File: config.mk
export PLATFORM = sky130hd
export DESIGN_NAME = conv1x1_sched
export DESIGN_NICKNAME = d
export VERILOG_FILES = /design/src/rtl/conv1x1_pkg.sv /design/src/rtl/conv1x1_wbuf.sv /design/src/rtl/conv1x1_sched.sv
export SDC_FILE = /design/constraint.sdc
export NUM_CORES = 2
export LEC_CHECK = 0
export BUFFER_PORTS_ARGS = -buffer_cell sky130_fd_sc_hd__buf_2
export CORE_MARGIN = 10
export CORE_UTILIZATION = 40
export CTS_BUF_LIST = sky130_fd_sc_hd__clkbuf_4 sky130_fd_sc_hd__clkbuf_8
export CTS_CLUSTER_SIZE = 12
export DETAILED_ROUTE_END_ITERATION = 12
export SLEW_MARGIN = 20
export SYNTH_ARGS = -nofsm -noshare
export SYNTH_HDL_FRONTEND = slang
export SYNTH_SLANG_ARGS = --single-unit
File: constraint.sdc
create_clock -name clk -period 6.7 [get_ports clk]
set_input_delay 0.335 -clock clk [delete_from_list [all_inputs] [get_ports clk]]
set_output_delay 0.335 -clock clk [all_outputs]
set_load 0.03 [all_outputs]
File: src/rtl/conv1x1_pkg.sv
// Shared types and defaults for the 1x1 convolution sequencer.
package conv1x1_pkg;

  typedef enum logic [2:0] {
    IDLE = 3'd0,
    LDW  = 3'd1,
    RUN  = 3'd2,
    TAIL = 3'd3,
    OUT  = 3'd4,
    DONE = 3'd5
  } state_t;

  localparam int NPE_DEF     = 4;
  localparam int DWIDTH_DEF  = 16;
  localparam int MAX_CIN_DEF = 64;
  localparam int MAX_PIX_DEF = 4096;

  // ReLU gate for one lane: a negative sum (sign bit set) is masked to zero.
  function automatic logic relu_keep(input logic sign_bit);
    relu_keep = ~sign_bit;
  endfunction

endpackage

File: src/rtl/conv1x1_wbuf.sv
// Weight register file: one write port, one asynchronous read port.
// Contents deliberately survive reset so a loaded weight set is never scrubbed.
module conv1x1_wbuf import conv1x1_pkg::*; #(
  parameter int NPE     = NPE_DEF,
  parameter int MAX_CIN = MAX_CIN_DEF,
  localparam int ABITS  = $clog2(MAX_CIN)
) (
  input  logic             clk,
  input  logic             we,
  input  logic [ABITS-1:0] waddr,
  input  logic [NPE*8-1:0] wdata,
  input  logic [ABITS-1:0] raddr,
  output logic [NPE*8-1:0] rdata
);

  logic [NPE*8-1:0] mem_r [MAX_CIN];

  // Weight beat write during load
  always_ff @(posedge clk) begin
    if (we) begin
      mem_r[waddr] <= wdata;
    end
  end

  assign rdata = mem_r[raddr];

endmodule

File: src/rtl/conv1x1_sched.sv
// Sequencer for a row of 1x1 PEs: loads weights, streams pixels, accumulates products.
// Optional macro CONV1X1_RELU_EN clamps negative output lanes to zero.
module conv1x1_sched import conv1x1_pkg::*; #(
  parameter int NPE     = NPE_DEF,
  parameter int DWIDTH  = DWIDTH_DEF,
  parameter int MAX_CIN = MAX_CIN_DEF,
  parameter int MAX_PIX = MAX_PIX_DEF,
  parameter int AWIDTH  = DWIDTH + $clog2(MAX_CIN),
  localparam int CW     = $clog2(MAX_CIN + 1),
  localparam int PW     = $clog2(MAX_PIX + 1),
  localparam int ABITS  = $clog2(MAX_CIN)
) (
  input  logic                  clk,
  input  logic                  rstn,
  input  logic                  start,
  input  logic [CW-1:0]         cfg_cin,
  input  logic [PW-1:0]         cfg_npix,
  output logic                  busy,
  output logic                  done,
  input  logic                  wgt_valid,
  output logic                  wgt_ready,
  input  logic [NPE*8-1:0]      wgt_data,
  input  logic                  ifm_valid,
  output logic                  ifm_ready,
  input  logic [7:0]            ifm_data,
  output logic [7:0]            pe_ifm,
  output logic [NPE*8-1:0]      pe_wgt,
  input  logic [NPE*DWIDTH-1:0] pe_psum,
  output logic                  out_valid,
  input  logic                  out_ready,
  output logic [NPE*AWIDTH-1:0] out_data
);

  state_t                state_r, next_s;
  logic [CW-1:0]         cin_r, ci_r;
  logic [PW-1:0]         npix_r, pix_r;
  logic                  issue_d_r, first_d_r;
  logic [NPE*AWIDTH-1:0] acc_r, psum_ext_s;
  logic                  wgt_fire_s, ifm_fire_s, out_fire_s, last_ci_s, last_pix_s;

  // Handshake readies decode straight from the state register
  assign busy      = (state_r != IDLE);
  assign done      = (state_r == DONE);
  assign wgt_ready = (state_r == LDW);
  assign ifm_ready = (state_r == RUN);
  assign out_valid = (state_r == OUT);

  assign wgt_fire_s = wgt_valid & wgt_ready;
  assign ifm_fire_s = ifm_valid & ifm_ready;
  assign out_fire_s = out_valid & out_ready;
  assign last_ci_s  = (ci_r == cin_r - CW'(1));
  assign last_pix_s = (pix_r + PW'(1) == npix_r);

  assign pe_ifm = ifm_data;

  conv1x1_wbuf #(.NPE(NPE), .MAX_CIN(MAX_CIN)) u_wbuf (
    .clk   (clk),
    .we    (wgt_fire_s),
    .waddr (ci_r[ABITS-1:0]),
    .wdata (wgt_data),
    .raddr (ci_r[ABITS-1:0]),
    .rdata (pe_wgt)
  );

  // Next-state logic
  always_comb begin
    next_s = state_r;
    case (state_r)
      IDLE: begin
        if (start) begin
          if (cfg_cin == {CW{1'b0}} || cfg_npix == {PW{1'b0}}) next_s = DONE;
          else next_s = LDW;
        end else begin
          next_s = IDLE;
        end
      end
      LDW: begin
        if (wgt_fire_s && last_ci_s) next_s = RUN;
        else next_s = LDW;
      end
      RUN: begin
        if (ifm_fire_s && last_ci_s) next_s = TAIL;
        else next_s = RUN;
      end
      TAIL: next_s = OUT;
      OUT: begin
        if (out_fire_s) begin
          if (last_pix_s) next_s = DONE;
          else next_s = RUN;
        end else begin
          next_s = OUT;
        end
      end
      DONE:    next_s = IDLE;
      default: next_s = IDLE;
    endcase
  end

  // State, job configuration, channel/pixel counters and issue alignment
  always_ff @(posedge clk or negedge rstn) begin
    if (!rstn) begin
      state_r   <= IDLE;
      cin_r     <= {CW{1'b0}};
      npix_r    <= {PW{1'b0}};
      ci_r      <= {CW{1'b0}};
      pix_r     <= {PW{1'b0}};
      issue_d_r <= 1'b0;
      first_d_r <= 1'b0;
    end else begin
      state_r   <= next_s;
      issue_d_r <= ifm_fire_s;
      first_d_r <= ifm_fire_s && (ci_r == {CW{1'b0}});
      case (state_r)
        IDLE: begin
          if (start) begin
            cin_r  <= cfg_cin;
            npix_r <= cfg_npix;
            ci_r   <= {CW{1'b0}};
            pix_r  <= {PW{1'b0}};
          end
        end
        LDW: begin
          if (wgt_fire_s) ci_r <= last_ci_s ? {CW{1'b0}} : ci_r + CW'(1);
        end
        RUN: begin
          if (ifm_fire_s) ci_r <= last_ci_s ? {CW{1'b0}} : ci_r + CW'(1);
        end
        OUT: begin
          if (out_fire_s) pix_r <= pix_r + PW'(1);
        end
        default: begin
        end
      endcase
    end
  end

  for (genvar k = 0; k < NPE; k++) begin : g_lane
    assign psum_ext_s[k*AWIDTH +: AWIDTH] =
      {{(AWIDTH-DWIDTH){pe_psum[k*DWIDTH+DWIDTH-1]}}, pe_psum[k*DWIDTH +: DWIDTH]};
`ifdef CONV1X1_RELU_EN
    assign out_data[k*AWIDTH +: AWIDTH] =
      acc_r[k*AWIDTH +: AWIDTH] & {AWIDTH{relu_keep(acc_r[k*AWIDTH+AWIDTH-1])}};
`else
    assign out_data[k*AWIDTH +: AWIDTH] = acc_r[k*AWIDTH +: AWIDTH];
`endif
  end

  // Per-lane accumulation, restarted by the first channel of each pixel
  always_ff @(posedge clk or negedge rstn) begin
    if (!rstn) begin
      acc_r <= {(NPE*AWIDTH){1'b0}};
    end else if (issue_d_r) begin
      for (int k = 0; k < NPE; k++) begin
        acc_r[k*AWIDTH +: AWIDTH] <= first_d_r ? psum_ext_s[k*AWIDTH +: AWIDTH]
                                   : acc_r[k*AWIDTH +: AWIDTH] + psum_ext_s[k*AWIDTH +: AWIDTH];
      end
    end
  end

endmodule

After elaboration in Yosys (flattened, before gate mapping)
Memories as Yosys holds them, arrays and structs flattened.
Index checks and enable logic that the tools add are counted.
{ "totals": {"regBits": 133, "latch_bits": 0, "ram_bits": 2048, "rom_bits": 0, "in_bits": 130, "out_inout_bits": 133, "elab_cells": 65, "mem_count": 1} }
{ "op_classes": {"add_sub_neg": 7, "n_mul": 0, "div_mod_pow": 0, "order_cmp": 0, "eq_ne": 11, "shift": 0, "n_mux": 21, "n_bitwise": 3, "n_reduce_logical": 14} }
{ "mem_list": {"columns": ["memory", "words", "word_bits", "read_ports", "rd_ports_with_merged_regs", "write_ports", "line_no", "text"], "rows": [
  ["u_wbuf.mem_r", 64, 32, 1, 0, 1, "conv1x1_wbuf.sv:16", "logic [NPE*8-1:0] mem_r [MAX_CIN];"]
]} }
{ "op_table": {"columns": ["operator", "n"], "rows": [
  ["adder 22 bit", 4],
  ["2-to-1 mux 22 bit", 4],
  ["2-to-1 mux 7 bit", 4],
  ["2-to-1 mux 13 bit", 2],
  ["case mux 13 bit (2 select lines)", 1],
  ["case mux 7 bit (3 select lines)", 1],
  ["case mux 3 bit (5 select lines)", 1],
  ["zero test 7 bit", 2],
  ["adder 13 x 1 -> 13 bit, second input constant", 1],
  ["== test 13 bit", 1],
  ["zero test 13 bit", 1],
  ["2-to-1 mux 3 bit", 4],
  ["adder 7 x 1 -> 7 bit, second input constant", 1],
  ["== test 7 bit", 1],
  ["subtractor 7 x 1 -> 7 bit, second input constant", 1],
  ["== test 3 x 2 -> 1 bit, second input constant", 2],
  ["== test 3 bit, second input constant", 2],
  ["inequality test 2 x 1 -> 1 bit, second input constant", 3],
  ["nonzero test 3 bit", 2],
  ["AND reduction 4 bit", 1],
  ["AND 1 bit", 3],
  ["== test 3 x 1 -> 1 bit, second input constant", 1],
  ["logical AND 1 bit", 3],
  ["zero test 3 bit", 1],
  ["other kinds (7)", 9]
]} }

Logic depth before layout (Yosys ltp)
{ "logic_depth": {"ltp_word": 5, "mapped_depth": 13, "depth_no_buf": 10} }

Hierarchy
A second synthesis with hierarchy kept.
{ "hier_totals": {"hier_cells": 4594, "area_unflattened_um2": 88592.5} }
{ "modules_own_cells": {"columns": ["mod", "instances", "cells_each", "area_each_um2", "seq_area_each_um2"], "rows": [
  ["conv1x1_wbuf", 1, 3292, 77874.7, 61499.0],
  ["conv1x1_sched", 1, 1302, 10717.8, 3328.2]
]} }

Worst setup path after synthesis
No wires, ideal clock.
{ "synth_timing": {"path_type": "reg-to-reg", "start": "reg state_r[0]", "end": "mem u_wbuf.mem_r[0][0] (netlist name) (enable)", "setup_time_ps": 421, "t_arrival_ps": 3533, "t_required_ps": 6279, "slack_ps": 2746, "path_stages_with_launch": 7, "path_buffers": 2, "synth_period_minus_slack_ps": 3954, "path_cell_list": "dfrtp_1 clkbuf_1 nor3b_1 and2_1 clkbuf_1 nand2_1 nor2_1"} }
{ "synth_between": {"elab_chain_len": 4} }
{ "synth_rtl": {"columns": ["item", "line_no", "text"], "rows": [
  ["start: declaration", "conv1x1_sched.sv:34", "state_t state_r, next_s;"],
  ["start signal: assignment", "conv1x1_sched.sv:110", "state_r <= next_s;"],
  ["== test 3 x 1 -> 1 bit", "conv1x1_sched.sv:44", "assign wgt_ready = (state_r == LDW);"],
  ["named net wgt_ready", "conv1x1_sched.sv:21", "output logic wgt_ready,"],
  ["AND 1 bit", "conv1x1_sched.sv:48", "assign wgt_fire_s = wgt_valid & wgt_ready;"],
  ["2-to-1 mux 1 bit", "conv1x1_wbuf.sv:20", "if (we) begin"],
  ["2-to-1 mux 1 bit (not written as such)", "conv1x1_wbuf.sv:21", "mem_r[waddr] <= wdata;"],
  ["end: declaration", "conv1x1_wbuf.sv:16", null]
]} }
The timed path passes the listed nets, and every way through them passes these cells.

Final worst setup path
{ "layout_timing": {"start": "reg ci_r[0]", "end": "out pe_wgt[13]"} }
{ "layout_between": {"elab_chain_len": 1} }
{ "layout_rtl": {"columns": ["item", "line_no", "text"], "rows": [
  ["start: declaration", "conv1x1_sched.sv:35", "logic [CW-1:0] cin_r, ci_r;"],
  ["start signal: assignment", "conv1x1_sched.sv:105", "ci_r <= {CW{1'b0}};"],
  ["start signal: assignment", "conv1x1_sched.sv:118", "ci_r <= {CW{1'b0}};"],
  ["start signal: assignment", "conv1x1_sched.sv:123", "if (wgt_fire_s) ci_r <= last_ci_s ? {CW{1'b0}} : ci_r + CW'(1);"],
  ["memory (64 x 32 bit)", null, null],
  ["end: declaration", "conv1x1_sched.sv:27", "output logic [NPE*8-1:0] pe_wgt,"]
]} }
Every way passes these cells.

==> impl_metrics.prom <==
# TYPE chip_impl_metric gauge
chip_impl_info{name="run_status",value="completed"} 1
chip_impl_metric{name="switching_fraction_of_total_power",unit=""} 0.3793
chip_impl_info{name="path_class",value="reg -> out"} 1
chip_impl_metric{name="post-dp-hpwl",unit="um"} 184600
chip_impl_metric{name="hold_path_depth",unit=""} 4
chip_impl_info{name="layout_commonest_cell",value="edfxtp_1"} 1
chip_impl_metric{name="pwr-share-comb",unit=""} 0.354
chip_impl_info{name="netlist_top_cells_area",value="edfxtp_1 70%, dfrtp_1 3.8%, mux4_2 3.3%"} 1
chip_impl_metric{name="worstPathArrival",unit="ns"} 5.63
chip_impl_metric{name="timing.clock.skew",unit="ns"} 0.1138
chip_impl_metric{name="detail_route.iter0.violations",unit=""} 8655
chip_impl_metric{name="final_non_filler_cells",unit=""} 9219
chip_impl_metric{name="total_switching_power",unit="uW"} 15910
chip_impl_metric{name="cts.path.max_buffers",unit=""} 4
chip_impl_metric{name="slew_headroom",unit=""} 0.1945
chip_impl_metric{name="cts-htree-levels",unit=""} 5
chip_impl_info{name="setup_repair_after_global_routing_missed_its_margin",value="false"} 1
chip_impl_info{name="cts_tree",value="done"} 1
chip_impl_metric{name="post_drt_via_cell_ratio",unit=""} 6.308
chip_impl_info{name="critical_path.reg2reg.startpoint",value="ci_r[1]"} 1
chip_impl_metric{name="p_seq_frac",unit=""} 0.377
chip_impl_info{name="dr.max_layer_used",value="met5"} 1
chip_impl_info{name="synth-main-ff-cell",value="edfxtp_1"} 1
chip_impl_metric{name="final.hold.worst_slack",unit="ns"} 0.1452
chip_impl_metric{name="irDropWorstVdd",unit="mV"} 0.4752
chip_impl_metric{name="routed-via-count",unit=""} 58160
chip_impl_metric{name="synth_edf_count",unit=""} 2048
chip_impl_metric{name="pin_count_of_the_biggest_net_entering_global_routing",unit=""} 87
chip_impl_metric{name="syn-num-nets",unit=""} 5605
chip_impl_metric{name="max_slew.worst_pin.slew",unit="ns"} 1.205
chip_impl_metric{name="ys_async_sr_fraction",unit=""} 0.06098
chip_impl_metric{name="core_area",unit="um^2"} 219500
chip_impl_metric{name="clk_latency",unit="ns"} 1.16
chip_impl_metric{name="post_synth_instance_area",unit="um^2"} 88190
chip_impl_metric{name="synth.top_cell.area_share",unit=""} 0.6973
chip_impl_metric{name="p_leak",unit="uW"} 0.03391
chip_impl_metric{name="routed-wl-met3",unit="um"} 40610
chip_impl_metric{name="clkPwrFrac",unit=""} 0.269
chip_impl_metric{name="hold_violations",unit=""} 0
chip_impl_metric{name="port-buffer-count",unit=""} 246
chip_impl_metric{name="globalRoute.totalOverflow",unit=""} 0
chip_impl_metric{name="drt-pass1-iter-count",unit=""} 8
chip_impl_info{name="setup.worst_path.end_class",value="output port"} 1
chip_impl_metric{name="ys_seq_area_frac",unit=""} 0.7350
chip_impl_metric{name="power.density_cell_area",unit="nW/um^2"} 408.4
chip_impl_metric{name="antenna_found_initial",unit=""} 23
chip_impl_metric{name="routed_wire_length_per_instance",unit="um"} 34.21
chip_impl_metric{name="setup_tns",unit="ns"} 0
chip_impl_metric{name="grt_first_pass_wirelength",unit="um"} 436500
chip_impl_metric{name="timing.fmax",unit="MHz"} 167.5
chip_impl_info{name="startpoint",value="ci_r[0]"} 1
chip_impl_metric{name="synth_seq_cells",unit=""} 2181
chip_impl_metric{name="groute.usage.overall",unit=""} 0.2545
chip_impl_metric{name="wirelength",unit="um"} 315400
chip_impl_metric{name="boundaryPins",unit=""} 263
chip_impl_metric{name="syn-instance-count",unit=""} 5383
chip_impl_metric{name="grt_pass1_vias",unit=""} 56540
chip_impl_metric{name="die_y",unit="um"} 489.6
chip_impl_metric{name="chipWidth",unit="um"} 489.6
chip_impl_info{name="startpoint_type",value="register"} 1
chip_impl_info{name="cts-root-buf",value="clkbuf_8"} 1
chip_impl_metric{name="fp.dieArea",unit="um^2"} 239700
chip_impl_metric{name="clock_transition_at_the_register_clock_pins_on_the_worst_setup_and_hold_paths_after_cts",unit="ns"} 0.06
chip_impl_metric{name="critical_path.max_fanout",unit=""} 53
chip_impl_info{name="hold_path.startpoint",value="pe_psum[29]"} 1
chip_impl_metric{name="placementRows",unit=""} 172
chip_impl_metric{name="gp_congestion",unit=""} 0.8891
chip_impl_metric{name="post-route-min-period",unit="ns"} 5.970
chip_impl_metric{name="cts.sink_count",unit=""} 2181
chip_impl_metric{name="met2_wirelength",unit="um"} 141600
chip_impl_metric{name="timing.max_cap.violations",unit=""} 0
chip_impl_info{name="yosys.area.top_type",value="edfxtp_1"} 1
chip_impl_metric{name="effective_utilization_at_floorplan",unit=""} 0.4018
chip_impl_info{name="most-common-layout-cells",value="2,048 x edfxtp_1, 383 x clkbuf_8, 315 x a221oi_1"} 1
chip_impl_metric{name="final_antenna_net_count",unit=""} 0
chip_impl_metric{name="rr_worst_depth",unit=""} 5
chip_impl_metric{name="area_added_between_synthesis_and_finish",unit="%"} 16.44
chip_impl_metric{name="cts_setup_buffers",unit=""} 0
chip_impl_metric{name="min_period_over_period",unit=""} 0.8910
chip_impl_metric{name="timing.final.max_slew_violations",unit=""} 0
chip_impl_metric{name="post_route_cells_drive_above_1_share",unit=""} 0.2186
chip_impl_metric{name="finalSetupViolCount",unit=""} 0
chip_impl_info{name="worstHoldPathType",value="in -> reg"} 1
chip_impl_metric{name="cp.required",unit="ns"} 6.36
chip_impl_metric{name="synth_area_per_cell",unit="um^2"} 16.38
chip_impl_metric{name="numCtsBuffers",unit=""} 366
chip_impl_metric{name="synth.distinct_cells",unit=""} 86
chip_impl_metric{name="yosys_warnings",unit=""} 0
chip_impl_metric{name="met1_wire_length",unit="um"} 117400
chip_impl_metric{name="finalCoreUtilization",unit=""} 0.4678
chip_impl_metric{name="placed_cells",unit=""} 8407
chip_impl_metric{name="internal_power",unit="uW"} 26030
chip_impl_metric{name="remaining_drc_errors",unit=""} 0
chip_impl_metric{name="fin_nets",unit=""} 6308
==> worst max-delay path, cell delays in order, from the launching register on <==
cell and delay [ns]:
dfrtp_4 0.70, inv_6 0.39, nor2_4 0.81, buf_4 0.60, a22oi_1 0.13, nor2_1 0.14, a2111oi_0 0.09, a211oi_1 0.69
a21oi_1 0.13, o221ai_1 0.45, buf_2 0.29
==> metrics by stage <==
step	total power, uW	instance area [um^2]	setup WS, ns
floorplan	24460	88190	2.746
global placement	30310	94000	1.762
detailed placement	30380	94070	1.744
CTS	41660	102500	0.8277
global route	43170	102700	0.6797
finish	41940	102700	0.7304
==> flip-flops by register name, summed over array words and instances, names as in the netlist <==
register      count
u_wbuf.mem_r   2048
out_data         88
npix_r           13
pix_r            13
ci_r              7
cin_r             7
state_r           3
first_d_r         1
issue_d_r         1
==> layer usage <==
layer | global-route usage | vias to the layer above
met2 | 0.3917 | 4418
met4 | 0.1118 | 12
met3 | 0.07535 | 832
li1 | - | 23290
met5 | 0 | -
met1 | 0.3351 | 29610
==> path summary, 6_finish.rpt <==
check | to | slack [ns]
max | pe_wgt[13] | 0.73
min | out_data[35] | 0.15
max reg2reg | u_wbuf.mem_r[61][15] | 1.83
min reg2reg | npix_r[12] | 0.50
max in group asynchronous | ci_r[1] | 5.20
min in group asynchronous | out_data[76] | 0.41
==> cell usage after synthesis, drive strengths merged (59+ instances only) <==
library cell,count
ha,88
dfrtp,133
mux2i,203
o21ai,150
a221oi,322
nand2,251
edfxtp,2048
a22o,64
nor2,393
clkbuf,108
o22ai,75
xnor2,59
mux2,107
a22oi,143
a21oi,301
buf,219
mux4,129
==> power by group through the flow <==
| stage | Clock [uW] | Sequential, uW | Combinational [uW] |
|---|---|---|---|
| after floorplan | 0 | 16200 | 8290 |
| after global placement | 0 | 16100 | 14300 |
| after detailed placement | 0 | 16100 | 14300 |
| after CTS | 11300 | 15800 | 14500 |
| after global routing | 12000 | 15900 | 15300 |
| final | 11300 | 15800 | 14900 |
==> kinds of logic after synthesis <==
kind of cell | count (synthesis) | share of synthesized area
DFF | 2181 | 0.7350
AOI/OAI and AO/OA | 1346 | 0.1083
and+or+nand+nor | 875 | 0.04384
adders and majority gates | 92 | 0.01339
xor gates and xnor gates | 88 | 0.008739
buffers and inverters | 362 | 0.02095
muxes | 439 | 0.06969
==> repair_timing <==
action | CTS | global route
hold buffers | 177 | 0
endpoints found under the hold margin | 2140 | 0
gates resized for setup | 0 | 0
==> area by class of cell <==
class                      count  area [um^2]
fill                       18770       116800
sequential                  2181        64850
multi-input combinational   2840        22160
clock buffer                 498         6135
timing repair buffer         662         5239
tap                         2871         3592
clock inverter               120        546.8
inverter                      35        141.4
antenna                       12        30.03
No activity file was read; power rests on OpenSTA's default activity.
